===== src/rtl/fifo_pkt_tx_pkg.sv =====
// Shared slot layout offsets and drainer FSM encoding for the router FIFO port logic.
package fifo_pkt_tx_pkg;

    localparam int SRC_OFS  = 0;
    localparam int DST_OFS  = 1;
    localparam int SIZE_OFS = 2;
    localparam int DATA_OFS = 3;
    localparam int HDR_LEN  = 3;
    localparam int TRL_LEN  = 1;

    typedef enum logic [2:0] {
        IDLE = 3'd0,
        SZ_A = 3'd1,
        SZ_D = 3'd2,
        RD_A = 3'd3,
        RD_D = 3'd4,
        SEND = 3'd5,
        POP  = 3'd6,
        GAP  = 3'd7
    } tx_state_t;

endpackage


===== src/rtl/fifo_pkt_tx_if.sv =====
// FIFO read side plus byte-serial tx stream of the output-port drainer.
interface fifo_pkt_tx_if #(
    parameter int UWIDTH    = 8,
    parameter int PTR_IN_SZ = 4
) ();
    logic                 rempty;
    logic [UWIDTH-1:0]    rdata;
    logic [PTR_IN_SZ-1:0] raddr_in;
    logic                 rinc;
    logic [UWIDTH-1:0]    tx_data;
    logic                 tx_valid;
    logic                 tx_ready;
    logic                 tx_sop;
    logic                 tx_eop;

    modport master (
        input  rempty, rdata, tx_ready,
        output raddr_in, rinc, tx_data, tx_valid, tx_sop, tx_eop
    );

    modport slave (
        output rempty, rdata, tx_ready,
        input  raddr_in, rinc, tx_data, tx_valid, tx_sop, tx_eop
    );
endinterface


===== src/rtl/fifo_pkt_tx_crc_acc.sv =====
// Running XOR accumulator over the bytes of one packet.
module pkt_crc_acc #(
    parameter int W = 8
) (
    input  logic         clk,
    input  logic         rst,
    input  logic         clr,
    input  logic         en,
    input  logic [W-1:0] din,
    output logic [W-1:0] acc
);
    always_ff @(posedge clk) begin
        if (rst || clr) acc <= '0;
        else if (en)    acc <= acc ^ din;
    end
endmodule


===== src/rtl/fifo_pkt_tx.sv =====
// Drains committed packet slots from the FIFO head and streams them byte-serially,
// popping the slot once the crc byte has been handed off.
module fifo_pkt_tx
    import fifo_pkt_tx_pkg::*;
#(
    parameter int WIDTH     = 11,
    parameter int UWIDTH    = 8,
    parameter int PTR_IN_SZ = 4,
    parameter int CNT_W     = 16
) (
    input  logic             clk2,
    input  logic             rst,
    fifo_pkt_tx_if.master    bus,
    output logic             crc_err,
    output logic             len_err,
    output logic [CNT_W-1:0] pkt_cnt
);
    localparam logic [UWIDTH-1:0] MAX_SIZE = UWIDTH'(WIDTH - HDR_LEN - TRL_LEN);

    tx_state_t            state_q, state_n;
    logic [UWIDTH-1:0]    size_q, size_n;
    logic [PTR_IN_SZ-1:0] idx_q, idx_n;
    logic [PTR_IN_SZ-1:0] raddr_q, raddr_n;
    logic                 rinc_q, rinc_n;
    logic [UWIDTH-1:0]    txd_q, txd_n;
    logic                 txv_q, txv_n;
    logic                 sop_q, sop_n;
    logic                 eop_q, eop_n;
    logic                 crc_err_q, crc_err_n;
    logic                 len_err_q, len_err_n;
    logic [CNT_W-1:0]     cnt_q, cnt_n;
    logic                 crc_clr, crc_en;
    logic [UWIDTH-1:0]    crc_acc;
    logic [UWIDTH-1:0]    last_idx;

    // crc byte sits right after header + data
    assign last_idx = size_q + UWIDTH'(HDR_LEN);

    pkt_crc_acc #(.W(UWIDTH)) u_crc (
        .clk (clk2),
        .rst (rst),
        .clr (crc_clr),
        .en  (crc_en),
        .din (txd_q),
        .acc (crc_acc)
    );

    always_comb begin
        state_n   = state_q;
        size_n    = size_q;
        idx_n     = idx_q;
        raddr_n   = raddr_q;
        rinc_n    = 1'b0;
        txd_n     = txd_q;
        txv_n     = txv_q;
        sop_n     = sop_q;
        eop_n     = eop_q;
        crc_err_n = 1'b0;
        len_err_n = 1'b0;
        cnt_n     = cnt_q;
        crc_clr   = 1'b0;
        crc_en    = 1'b0;
        case (state_q)
            IDLE: if (!bus.rempty) begin
                raddr_n = PTR_IN_SZ'(SIZE_OFS);
                state_n = SZ_A;
            end
            SZ_A: state_n = SZ_D;
            SZ_D: begin
                size_n = bus.rdata;
                if (bus.rdata > MAX_SIZE) begin
                    len_err_n = 1'b1;
                    state_n   = POP;
                end else begin
                    idx_n   = PTR_IN_SZ'(SRC_OFS);
                    raddr_n = PTR_IN_SZ'(SRC_OFS);
                    crc_clr = 1'b1;
                    state_n = RD_A;
                end
            end
            RD_A: state_n = RD_D;
            RD_D: begin
                txd_n   = bus.rdata;
                txv_n   = 1'b1;
                sop_n   = (idx_q == PTR_IN_SZ'(SRC_OFS));
                eop_n   = (UWIDTH'(idx_q) == last_idx);
                state_n = SEND;
            end
            SEND: if (bus.tx_ready) begin
                txv_n = 1'b0;
                sop_n = 1'b0;
                eop_n = 1'b0;
                if (eop_q) begin
                    // accumulator holds XOR of every byte before the crc byte
                    crc_err_n = (txd_q != crc_acc);
                    cnt_n     = cnt_q + CNT_W'(1);
                    state_n   = POP;
                end else begin
                    crc_en  = 1'b1;
                    idx_n   = idx_q + PTR_IN_SZ'(1);
                    raddr_n = idx_q + PTR_IN_SZ'(1);
                    state_n = RD_A;
                end
            end
            POP: begin
                rinc_n  = 1'b1;
                state_n = GAP;
            end
            // rempty lags the pop by a cycle, so it is not looked at here
            GAP:     state_n = IDLE;
            default: state_n = IDLE;
        endcase
    end

    always_ff @(posedge clk2) begin
        if (rst) begin
            state_q   <= IDLE;
            size_q    <= '0;
            idx_q     <= '0;
            raddr_q   <= '0;
            rinc_q    <= 1'b0;
            txd_q     <= '0;
            txv_q     <= 1'b0;
            sop_q     <= 1'b0;
            eop_q     <= 1'b0;
            crc_err_q <= 1'b0;
            len_err_q <= 1'b0;
            cnt_q     <= '0;
        end else begin
            state_q   <= state_n;
            size_q    <= size_n;
            idx_q     <= idx_n;
            raddr_q   <= raddr_n;
            rinc_q    <= rinc_n;
            txd_q     <= txd_n;
            txv_q     <= txv_n;
            sop_q     <= sop_n;
            eop_q     <= eop_n;
            crc_err_q <= crc_err_n;
            len_err_q <= len_err_n;
            cnt_q     <= cnt_n;
        end
    end

    assign bus.raddr_in = raddr_q;
    assign bus.rinc     = rinc_q;
    assign bus.tx_data  = txd_q;
    assign bus.tx_valid = txv_q;
    assign bus.tx_sop   = sop_q;
    assign bus.tx_eop   = eop_q;
    assign crc_err      = crc_err_q;
    assign len_err      = len_err_q;
    assign pkt_cnt      = cnt_q;

endmodule


===== src/flat_wrapper.sv =====
// flat-port wrapper written by rule: the top's interface ports become plain ports
module fifo_pkt_tx_flat import fifo_pkt_tx_pkg::*;
#(
    parameter int WIDTH     = 11,
    parameter int UWIDTH    = 8,
    parameter int PTR_IN_SZ = 4,
    parameter int CNT_W     = 16
)
  (clk2, rst, crc_err, len_err, pkt_cnt, bus_rempty, bus_rdata, bus_tx_ready, bus_raddr_in, bus_rinc, bus_tx_data, bus_tx_valid, bus_tx_sop, bus_tx_eop);
  fifo_pkt_tx_if #(.UWIDTH(UWIDTH), .PTR_IN_SZ(PTR_IN_SZ)) bus_i ();
  input  logic clk2;
  input  logic rst;
  output logic crc_err;
  output logic len_err;
  output logic [CNT_W-1:0] pkt_cnt;
  input wire logic [$bits(bus_i.rempty)-1:0] bus_rempty;
  input wire logic [$bits(bus_i.rdata)-1:0] bus_rdata;
  input wire logic [$bits(bus_i.tx_ready)-1:0] bus_tx_ready;
  output wire logic [$bits(bus_i.raddr_in)-1:0] bus_raddr_in;
  output wire logic [$bits(bus_i.rinc)-1:0] bus_rinc;
  output wire logic [$bits(bus_i.tx_data)-1:0] bus_tx_data;
  output wire logic [$bits(bus_i.tx_valid)-1:0] bus_tx_valid;
  output wire logic [$bits(bus_i.tx_sop)-1:0] bus_tx_sop;
  output wire logic [$bits(bus_i.tx_eop)-1:0] bus_tx_eop;
  assign bus_i.rempty = bus_rempty;
  assign bus_i.rdata = bus_rdata;
  assign bus_i.tx_ready = bus_tx_ready;
  assign bus_raddr_in = bus_i.raddr_in;
  assign bus_rinc = bus_i.rinc;
  assign bus_tx_data = bus_i.tx_data;
  assign bus_tx_valid = bus_i.tx_valid;
  assign bus_tx_sop = bus_i.tx_sop;
  assign bus_tx_eop = bus_i.tx_eop;
  fifo_pkt_tx #(.WIDTH(WIDTH), .UWIDTH(UWIDTH), .PTR_IN_SZ(PTR_IN_SZ), .CNT_W(CNT_W)) u_core (.clk2(clk2), .rst(rst), .bus(bus_i), .crc_err(crc_err), .len_err(len_err), .pkt_cnt(pkt_cnt));
endmodule

===== config.mk =====
export PLATFORM = sky130hd
export DESIGN_NAME = fifo_pkt_tx_flat
export DESIGN_NICKNAME = d
export VERILOG_FILES = /design/src/rtl/fifo_pkt_tx_pkg.sv /design/src/rtl/fifo_pkt_tx_if.sv /design/src/rtl/fifo_pkt_tx_crc_acc.sv /design/src/rtl/fifo_pkt_tx.sv /design/src/flat_wrapper.sv
export SDC_FILE = /design/constraint.sdc
export NUM_CORES = 1
export LEC_CHECK = 0
export CORE_MARGIN = 3
export CORE_UTILIZATION = 42
export DETAILED_ROUTE_END_ITERATION = 10
export HOLD_SLACK_MARGIN = 0.03
export PLACE_DENSITY = 0.65
export SKIP_CTS_REPAIR_TIMING = 1
export SYNTH_ARGS = -nofsm -noshare
export SYNTH_HDL_FRONTEND = slang
export SYNTH_SLANG_ARGS = --single-unit

===== constraint.sdc =====
create_clock -name clk2 -period 2.07 [get_ports clk2]
set_input_delay 0.414 -clock clk2 [delete_from_list [all_inputs] [get_ports clk2]]
set_output_delay 0.414 -clock clk2 [all_outputs]
set_load 0.02 [all_outputs]

==> results_dict.tcl <==
set metrics [dict create \
    fin_nets 411 \
    path_cells "clkdlybuf4s50_1" \
    clock_skew_ns 0.00846 \
    maxSlewHeadroom_pct 58.2 \
    seq_area_sq_um 1140 \
    path_clk_slew_ns 0.06 \
    worstPathRequired_ns 1.66 \
    place_area_sq_um 3370 \
    slew_viol_final 0 \
    drt-total-wl_um 6750 \
    critPathBufInv 1 \
    p_leak_uw 0.00135 \
    via_per_inst 5.28 \
    rows 28 \
    synth.avg_cell_area_sq_um 8.29 \
    drt_first_iter_violations 85 \
    groute.usage.overall_pct 19.2 \
    critical_path_class "reg2out" \
    layout-drive-gt1-share_pct 11.9 \
    clock_sinks 57 \
    combPwrFrac_pct 29.2 \
    multi_input_area_sq_um 1490 \
    end_kind "output port" \
    yosysSeqAreaShare_pct 41.6 \
    power_frac_clock_pct 33.4 \
    max_freq_ghz 0.505 \
    synth_async_sr_flop_share_pct 0 \
    numPortBuffers 45 \
    ant_nets 0 \
    power_uw 3520 \
    final_area_sq_um 3590 \
    die_area_sq_um 7540 \
    ys_types 50 \
    antenna_found_initial 0 \
    syn_area_sq_um 2740 \
    switching_share_pct 33.1 \
    ir_worst_vdd_uv 577 \
    gp_congestion 0.830 \
    hpwl_um 4810 \
    final.fill_count 560 \
    p_seq_share_pct 37.3 \
    power_switching_uw 1160 \
    grt_pass1_wl_um 11200 \
    cpLargestDelayFamily "buffers and inverters" \
    grt_setup_unrepaired "false" \
    path_max_fanout 8 \
    initial_utilization_pct 44.7 \
    power_density_nw_per_um2 980 \
    drv_cap 0 \
    ys_warn_count 0 \
    synth_ff_type "dfxtp_1" \
    syn-num-nets 351 \
    ys_seq_elements 57 \
    arrival_ns 1.57 \
    grt_overflow 0 \
    clockBufferDepth 2 \
    first_pass_iters 4 \
    hold_path.class "reg2reg" \
    cts_buffers 9 \
    grt_max_degree 27 \
    startpoint_type "flop" \
    timing.final.crit_share_pct 95.7 \
    synth_edf_count 0 \
    io_pins 46 \
    cts_tree "built" \
    coreArea_sq_um 6130 \
    root_buffer "clkbuf_8" \
    hold_viol 0 \
    period_minus_slack_ns 1.98 \
    fin_tns_setup_ns 0 \
    cpPeakStageDelay_ns 0.68 \
    num_vias 2487 \
    wl_per_cell_um 14.3 \
    outcome "finished, final reports clean" \
    worst_pin_slew_ns 0.625 \
    p_int_uw 2350 \
    die_x_um 86.8 \
    syn_inst 331 \
    report.final.setup_viol 0 \
    drc_errors 0 \
    htreeDepth 3 \
    worstSkewPairLatency_ns 0.35 \
    area_growth_pct 30.8 \
    grt_pass1_vias 2429 \
    worst_path_max_delay_cell "clkdlybuf4s50_1" \
    antenna_cells 0 \
    die_y_um 86.8 \
]
cell usage after synthesis (5+ instances only):
master     n  share of area [%]
nand2_1   56                7.7
clkbuf_1  10                1.4
nor3_1     6                1.1
nand3_1    7                1.3
a21oi_1   32                5.8
dfxtp_1   57                 42
nor2_1    27                3.7
nor4_1     5                1.1
xnor2_1    8                2.6
o21ai_0   14                2.6
inv_1     12                1.6
ha_1       8                3.6
nand4_1   10                2.3
xor2_1    25                8.0
cells in the final DEF (no fill, tap or decap), types with 2 or more instances in the layout:
cell	netlist	final
nor3_1	6	6
o21ai_0	14	14
bufinv_16	0	2
nand4b_1	2	2
clkdlybuf4s50_1	0	45
nor2_1	27	27
buf_4	1	20
dfxtp_1	57	57
xnor2_1	8	8
mux2_2	2	2
a31o_2	2	2
and2_1	3	3
or3_2	2	2
o311ai_0	2	2
inv_1	12	12
nand3_1	7	7
mux2i_1	2	2
or2_2	3	3
nand2_1	56	56
clkinv_2	0	2
clkbuf_8	0	10
a21oi_1	32	32
nor4_1	5	5
and3_1	3	3
ha_1	8	8
and4_1	2	2
o31ai_1	2	2
nand4_1	10	10
xor2_1	25	25
a211oi_1	3	3
layout make-up:
type / instances / share of cell area [%]
Tap cell: 75 / 2.62
Sequential cell: 57 / 31.8
Inverter: 12 / 1.26
Timing Repair Buffer: 65 / 16.7
Multi-Input combinational cell: 246 / 41.5
Clock buffer: 11 / 3.94
Clock inverter: 5 / 2.20
per-stage QoR:
step | setup slack [ns] | cells | hold slack (ns) | utilization (%)
2_1_floorplan | 0.217 | 331 | 0.445 | -
3_3_place_gp | -0.0117 | 455 | 0.455 | 54.9
3_5_place_dp | -0.0192 | 455 | 0.466 | 54.9
4_1_cts | 0.0833 | 471 | 0.473 | 58.5
5_1_grt | 0.0436 | 471 | 0.505 | 58.5
6_report | 0.0885 | 471 | 0.472 | 58.5
power by group through the flow:
stage               Clock (uW)  Combinational (uW)  Sequential [uW]
finish                    1170                1030             1310
global route              1250                1130             1330
CTS                       1200                1020             1310
detailed placement           0                1010             1340
global placement             0                1000             1340
floorplan                    0                 637             1370
logic make-up after synthesis:
| family | after synthesis | share of synthesized area (%) |
|---|---|---|
| simple gates | 134 | 23.9 |
| compound gates | 67 | 14.6 |
| flops | 57 | 41.6 |
| xor+xnor | 33 | 10.5 |
| buf+inv | 28 | 4.15 |
| fa+ha+maj | 8 | 3.65 |
| mux | 4 | 1.55 |
final timing paths:
check                    start  depth (start not counted)                to  slack (ns)
max          u_core.bus.tx_eop                          1        bus_tx_eop        0.09
min           u_core.size_q[5]                          2  u_core.size_q[5]        0.47
max reg2reg  u_core.state_q[0]                          6   u_core.idx_q[3]        0.24
min reg2reg   u_core.size_q[5]                          2  u_core.size_q[5]        0.47
registers in the layout (all words and copies together), names as in the netlist, 3 cells and up:
| signal | flops |
|---|---|
| u_core.u_crc.acc | 8 |
| u_core.pkt_cnt | 16 |
| u_core.bus.tx_data | 8 |
| u_core.idx_q | 4 |
| u_core.state_q | 3 |
| u_core.bus.raddr_in | 4 |
| u_core.size_q | 8 |
routing by layer:
| layer | part of all wire (%) | GRT usage (%) | up-vias |
|---|---|---|---|
| met2 | 45 | 29.7 | 45 |
| met4 | 2.3 | 9.35 | 0 |
| met5 | 0 | 0 | - |
| li1 | - | - | 1267 |
| met1 | 49 | 24.9 | 1162 |
| met3 | 4.2 | 4.94 | 13 |
Note: power is estimated with default switching activity, not from simulation.
